## src/rtl/pipe_pkg.sv

```systemverilog
// rtl/pipe_pkg.sv - shared constants, state encoding and helpers for the pipe world model
package pipe_pkg;

  localparam int ROWS_DEF      = 10;
  localparam int COLS_DEF      = 20;
  localparam int MAX_MOVES_DEF = 511;

  localparam logic [1:0] NORTH = 2'b00;
  localparam logic [1:0] SOUTH = 2'b01;
  localparam logic [1:0] EAST  = 2'b10;
  localparam logic [1:0] WEST  = 2'b11;

  localparam logic [2:0] CELL_FREE  = 3'd0;
  localparam logic [2:0] CELL_WALL  = 3'd1;
  localparam logic [2:0] CELL_TRASH = 3'd2;
  localparam logic [2:0] CELL_UNDER = 3'd7;

  typedef enum logic [1:0] {
    ST_IDLE = 2'b00,
    ST_RUN  = 2'b01,
    ST_HALT = 2'b10
  } state_t;

  // Coordinates carry one extra bit so row/col 0 and ROWS+1/COLS+1 are representable.
  function automatic logic in_map(input logic [4:0] r, input logic [5:0] c,
                                  input logic [4:0] row_max, input logic [5:0] col_max);
    return (r != 5'd0) && (r <= row_max) && (c != 6'd0) && (c <= col_max);
  endfunction

  function automatic logic [1:0] turn_left(input logic [1:0] d);
    case (d)
      NORTH:   return WEST;
      WEST:    return SOUTH;
      SOUTH:   return EAST;
      default: return NORTH;
    endcase
  endfunction

endpackage

```

## src/rtl/pipe_neighbour_lookup.sv

```systemverilog
// rtl/pipe_neighbour_lookup.sv - ahead/left cell coordinates and off-map flags for a pose
module pipe_neighbour_lookup
  import pipe_pkg::*;
#(
  parameter int ROWS = ROWS_DEF,
  parameter int COLS = COLS_DEF
) (
  input  logic [3:0] row,
  input  logic [4:0] col,
  input  logic [1:0] dir,
  output logic [4:0] ahead_row,
  output logic [5:0] ahead_col,
  output logic       ahead_off,
  output logic [4:0] left_row,
  output logic [5:0] left_col,
  output logic       left_off
);

  localparam logic [4:0] ROW_MAX = 5'(ROWS);
  localparam logic [5:0] COL_MAX = 6'(COLS);

  logic [4:0] row_x;
  logic [5:0] col_x;

  assign row_x = {1'b0, row};
  assign col_x = {1'b0, col};

  always_comb begin
    ahead_row = row_x;
    ahead_col = col_x;
    left_row  = row_x;
    left_col  = col_x;
    case (dir)
      NORTH: begin
        ahead_row = row_x - 5'd1;
        left_col  = col_x - 6'd1;
      end
      SOUTH: begin
        ahead_row = row_x + 5'd1;
        left_col  = col_x + 6'd1;
      end
      EAST: begin
        ahead_col = col_x + 6'd1;
        left_row  = row_x - 5'd1;
      end
      default: begin
        ahead_col = col_x - 6'd1;
        left_row  = row_x + 5'd1;
      end
    endcase
  end

  assign ahead_off = !in_map(ahead_row, ahead_col, ROW_MAX, COL_MAX);
  assign left_off  = !in_map(left_row, left_col, ROW_MAX, COL_MAX);

endmodule

```

## config.mk

```make
export PLATFORM = sky130hd
export DESIGN_NAME = pipe_neighbour_lookup
export DESIGN_NICKNAME = d
export VERILOG_FILES = /design/src/rtl/pipe_pkg.sv /design/src/rtl/pipe_neighbour_lookup.sv
export SDC_FILE = /design/constraint.sdc
export NUM_CORES = 1
export LEC_CHECK = 0
export ABC_AREA = 1
export CELL_PAD_IN_SITES_DETAIL_PLACEMENT = 1
export CELL_PAD_IN_SITES_GLOBAL_PLACEMENT = 1
export CORE_MARGIN = 8
export CORE_UTILIZATION = 25
export DETAILED_ROUTE_END_ITERATION = 16
export GPL_ROUTABILITY_DRIVEN = 0
export PLACE_DENSITY_LB_ADDON = 0.3
export SLEW_MARGIN = 20
export SYNTH_ARGS = -nofsm -noshare
export SYNTH_HDL_FRONTEND = slang
export SYNTH_SLANG_ARGS = --single-unit
```

## constraint.sdc

```tcl
create_clock -name vclk -period 2.4
set_input_delay 0.48 -clock vclk [all_inputs]
set_output_delay 0.48 -clock vclk [all_outputs]
set_load 0.05 [all_outputs]
```

==> flow_metrics.tcl, run 1 <==
set metrics [dict create \
    fmax_ghz 0.403 \
    layout_commonest_cell "buf_4" \
    fin_crit_ns 2.48 \
    nFlopsAndLatches 0 \
    dp_slack_ns -0.530 \
    first_pass_iters 4 \
    antenna_found_initial 0 \
    multi_input_area_um2 1130 \
    gr-total-overflow 0 \
    vias 1907 \
    wirelength_mm 8.08 \
    setup_ws_ns -0.0809 \
    regArea_um2 0 \
    area_growth_pct 160 \
    n_clock_buffer 0 \
    worstHoldPathType "primary input to primary output" \
    cp-end-kind "primary output" \
    yosys.area.top_type "nand2_1" \
    failed_checks "setup timing" \
    via_per_inst 5.53 \
    dpl_cell_area_um2 2020 \
    grt_pass1_vias 2018 \
    die_y_um 77.2 \
    slew_headroom_pct 77.7 \
    cp.required_ns 1.92 \
    worstPathMaxFanout 8 \
    syn_area_per_cell_um2 4.73 \
    io_buffers 35 \
    synthesis.nets 213 \
    power.density_nw_per_um2 325 \
    start_util_pct 25.8 \
    tightest_slew_ns 0.335 \
    hold_slack_ns 1.64 \
    cp.arrival_ns 2.00 \
    startpoint_type "primary input" \
    nNetsFinal 314 \
    synth_top_area_share_pct 26.8 \
    grt_start_max_net_pins 12 \
    postLayoutCellArea_um2 2430 \
    final.fill_count 448 \
    ant_nets 0 \
    insertedDiodeCount 0 \
    slew_viol_final 0 \
    fp.dieW_um 77.2 \
    finalHoldViolations 0 \
    netlist_area_um2 937 \
    setup-violations-final 3 \
    final_core_util_pct 67.0 \
    drt_iter0_markers 152 \
    drive_gt1_share_pct 60.3 \
    drc 0 \
    grt_pass1_wl_mm 10.9 \
    rsz0062_at_grt "true" \
    core_area_um2 3630 \
    post_drt_wl_per_cell_um 23.4 \
    irDropWorstVdd_uv 220 \
    yosysSeqAreaShare_pct 0 \
    ys_top_cells_by_area "nand2_1 (27%), nand3_1 (19%), nor2_1 (13%), inv_1 (12%), ha_1 (5.3%)" \
    netlist_instances 198 \
    yosys.cell_types.count 21 \
    final_cell_mix "buf_4 (65), nand2_1 (53), nand3_1 (23), buf_12 (23), inv_1 (18)" \
    path_class "primary input to primary output" \
    die_area_um2 5960 \
    fin_crit_sh_pct 103 \
    drv_cap 0 \
    ys_warn_count 0 \
    rows 22 \
    outcome "finished with violations" \
    grt_usage_pct 22.2 \
    dpl.hpwl_mm 4.32 \
    cts_hold_buf 0 \
    io_pins 35 \
    p_leak_uw 0.00124 \
]
## stage by stage
stage               setup TNS, ns  instances  total power, uW
floorplan                  -0.330        198              310
global placement            -1.93        333              622
detailed placement          -3.24        333              644
CTS                             0        343              701
global route               -0.230        345              818
finish                    -0.0978        345              791
## timing repair
action	CTS	global route
resized for setup	79	56
pin swaps	24	23
setup endpoints to repair	19	5
buffers inserted	11	2
## final timing paths
path | startpoint | endpoint | slack [ns] | cells after the start
worst max-delay path | row[2] | ahead_off | -0.08 | 11
worst min-delay path | dir[1] | ahead_col[0] | 1.64 | 5
## power by group
| part | total, uW | switching, uW | internal [uW] |
|---|---|---|---|
| combinational | 791 | 444 | 348 |
| sequential | 0 | 0 | 0 |
| clock | 0 | 0 | 0 |
| total | 791 | 444 | 348 |
## cells in the mapped netlist
library cell	n
nand3_2	1
xnor2_1	2
buf_4	2
nand3_1	36
o211ai_1	1
xor2_4	1
buf_6	1
nor2_4	2
buf_2	4
nor2_1	32
inv_1	29
ha_1	4
nor2_2	2
a21boi_0	1
nand2_1	67
inv_2	3
nand4_1	4
nand3b_1	1
o22ai_1	2
o21ai_1	2
xor2_1	1
## logic make-up (layout without fill, tap and decap cells)
group	Yosys count	after routing	synth area share, %
XOR/XNOR	4	4	5.74
AO/OA/AOI/OAI	6	6	4.01
adder cells (fa/ha/maj)	4	4	5.34
AND/OR/NAND/NOR	145	145	67.2
buffers and inverters	39	138	17.8
## routing by layer
| layer | GRT usage, % | wire length (um) |
|---|---|---|
| met5 | 0 | 0 |
| met2 | 41.7 | 4040 |
| met1 | 24.6 | 3060 |
| met4 | 7.55 | 459 |
| met3 | 2.91 | 524 |
## final cells by class
class	instances	area share, %
multi-input combinational	159	46.4
timing repair buffer	106	45.8
inverter	32	5.35
tap	48	2.47
## worst max-delay path, stage by stage
cell     delay (ns)
buf_2          0.29
nand3_1        0.17
nand2_1        0.15
nand2_1        0.09
nand2_1        0.14
nand3_4        0.13
nand2_1        0.09
nand2_1        0.07
nor2_2         0.14
nand3_4        0.09
buf_12         0.15
(Power assumes the default switching activity.)
==> run 2, diff against run 1 <==
==> constraint.sdc (replaced) <==
create_clock -name vclk -period 2.4
set_input_delay 0.36 -clock vclk [all_inputs]
set_output_delay 0.36 -clock vclk [all_outputs]
set_load 0.05 [all_outputs]
==> run 2 against run 1 <==
  * Hold slack got worse by 0.31 ns
  * Cell area fell by 13%
  * The flow now finishes without violations
  * Clock-buffer cell count did not move
  * Combinational power fell by 17%
  * Final cell count fell by 4.9%
  * Critical endpoint unchanged
  * Flip-flop and latch count did not move
  * Wire length fell by 39%
==> flow_metrics.tcl, run 2 (synthesized netlist as in run 1, its figures left out) <==
set metrics [dict create \
    setup_ws_ns 0.0336 \
    crit_path_max_incr_delay_ns 0.26 \
    nFlopsAndLatches 0 \
    worstPathMaxFanout 5 \
    slew_viol_final 0 \
    grt_pass1_wl_mm 8.00 \
    startpoint_type "primary input" \
    cp.arrival_ns 2.01 \
    gr-total-overflow 0 \
    n_clock_buffer 0 \
    die_area_um2 5960 \
    setup-violations-final 0 \
    fin_crit_ns 2.37 \
    io_pins 35 \
    cp.required_ns 2.04 \
    fin_crit_sh_pct 98.6 \
    via_per_inst 4.81 \
    insertedDiodeCount 0 \
    dp.cells 325 \
    grt_start_max_net_pins 11 \
    crit_chain "dlygate4sd2_1, buf_6, ha_4, buf_4, nand3_1, o22ai_1, nor2_1, nand2_1, nor2_2, nand3_4, buf_12" \
    multi_input_area_um2 920 \
    rows 22 \
    final.fill_count 482 \
    tightest_slew_ns 0.424 \
    p_leak_uw 0.00114 \
    slew_headroom_pct 71.7 \
    wirelength_mm 4.95 \
    nNetsFinal 297 \
    start_util_pct 25.8 \
    dpl.hpwl_mm 3.60 \
    p_int_uw 302 \
    p_comb_share_pct 100.0 \
    seq_power_share_pct 0 \
    irDropWorstVdd_uv 173 \
    drive_gt1_share_pct 41.8 \
    hold_slack_ns 1.33 \
    fmax_ghz 0.423 \
    final_core_util_pct 58.2 \
    dp_slack_ns -0.208 \
    area_growth_pct 126 \
    post_drt_wl_per_cell_um 15.1 \
    drt_iter0_markers 53 \
    regArea_um2 0 \
    drc 0 \
    cp_slowest_cell "dlygate4sd2_1" \
    final_cell_mix "nand2_1 (65), buf_4 (49), nand3_1 (32)" \
    drv_cap 0 \
    die_y_um 77.2 \
    pwr-share-clk_pct 0 \
    cp-end-kind "primary output" \
    grt_usage_pct 15.6 \
    layout_commonest_cell "nand2_1" \
    outcome "finished clean" \
    core_area_um2 3630 \
    path_class "primary input to primary output" \
    fin_cells 328 \
    antenna_found_initial 0 \
    switching_share_pct 54.3 \
    finalHoldViolations 0 \
    grt_pass1_vias 1731 \
    vias 1577 \
    worstHoldPathType "primary input to primary output" \
    ant_nets 0 \
    p_sw_uw 359 \
    fp.dieW_um 77.2 \
    power.density_nw_per_um2 313 \
    hold_depth 5 \
    cts_hold_buf 0 \
    first_pass_iters 4 \
    io_buffers 35 \
]
-- run 2: final timing paths --
check | from | to | slack, ns
setup / recovery | row[1] | ahead_off | 0.03
hold / removal | dir[0] | left_col[1] | 1.33
-- run 2: metal layers --
| metal | wire (um) | global-route usage, % | vias up | part of all wire, % |
|---|---|---|---|---|
| met5 | 0 | 0 | - | 0 |
| met4 | 77 | 3.02 | 0 | 1.6 |
| met3 | 159 | 1.28 | 8 | 3.2 |
| met2 | 2590 | 30.3 | 34 | 52 |
| met1 | 2120 | 17.8 | 753 | 43 |
| li1 | - | - | 782 | - |
-- run 2: what timing repair did --
| action | 4_1_cts | 5_1_grt |
|---|---|---|
| buffers inserted | 3 | 0 |
| pin swaps | 6 | 5 |
| setup endpoints to repair | 3 | 6 |
| gates resized for setup | 31 | 11 |
| cloned | 0 | 0 |
-- run 2: metrics by stage --
stage	setup TNS [ns]	total power [uW]	instance area [um2]
detailed placement	-0.408	619	1960
global placement	-0.308	609	1960
CTS	0	646	2070
finish	0	660	2110
global route	-0.00817	698	2110
floorplan	0	303	977
-- run 2: worst max-delay path, delay by kind of cell --
| family | cells | cell delay [ns] |
|---|---|---|
| adder cells (fa/ha/maj) | 1 | 0.16 |
| AO/OA/AOI/OAI | 1 | 0.17 |
| AND/OR/NAND/NOR | 5 | 0.64 |
| buffers and inverters | 4 | 0.68 |
-- run 2: final cells by class --
type / instances / share of cell area, %
inverters: 32 / 5.68
multi-input cells: 159 / 43.5
well taps: 48 / 2.84
repair buffers: 89 / 48.0
-- run 2: power by group through the flow --
| stage | Sequential, uW | Combinational (uW) | Clock, uW |
|---|---|---|---|
| floorplan | 0 | 303 | 0 |
| global route | 0 | 698 | 0 |
| global placement | 0 | 609 | 0 |
| finish | 0 | 660 | 0 |
| CTS | 0 | 646 | 0 |
| detailed placement | 0 | 619 | 0 |
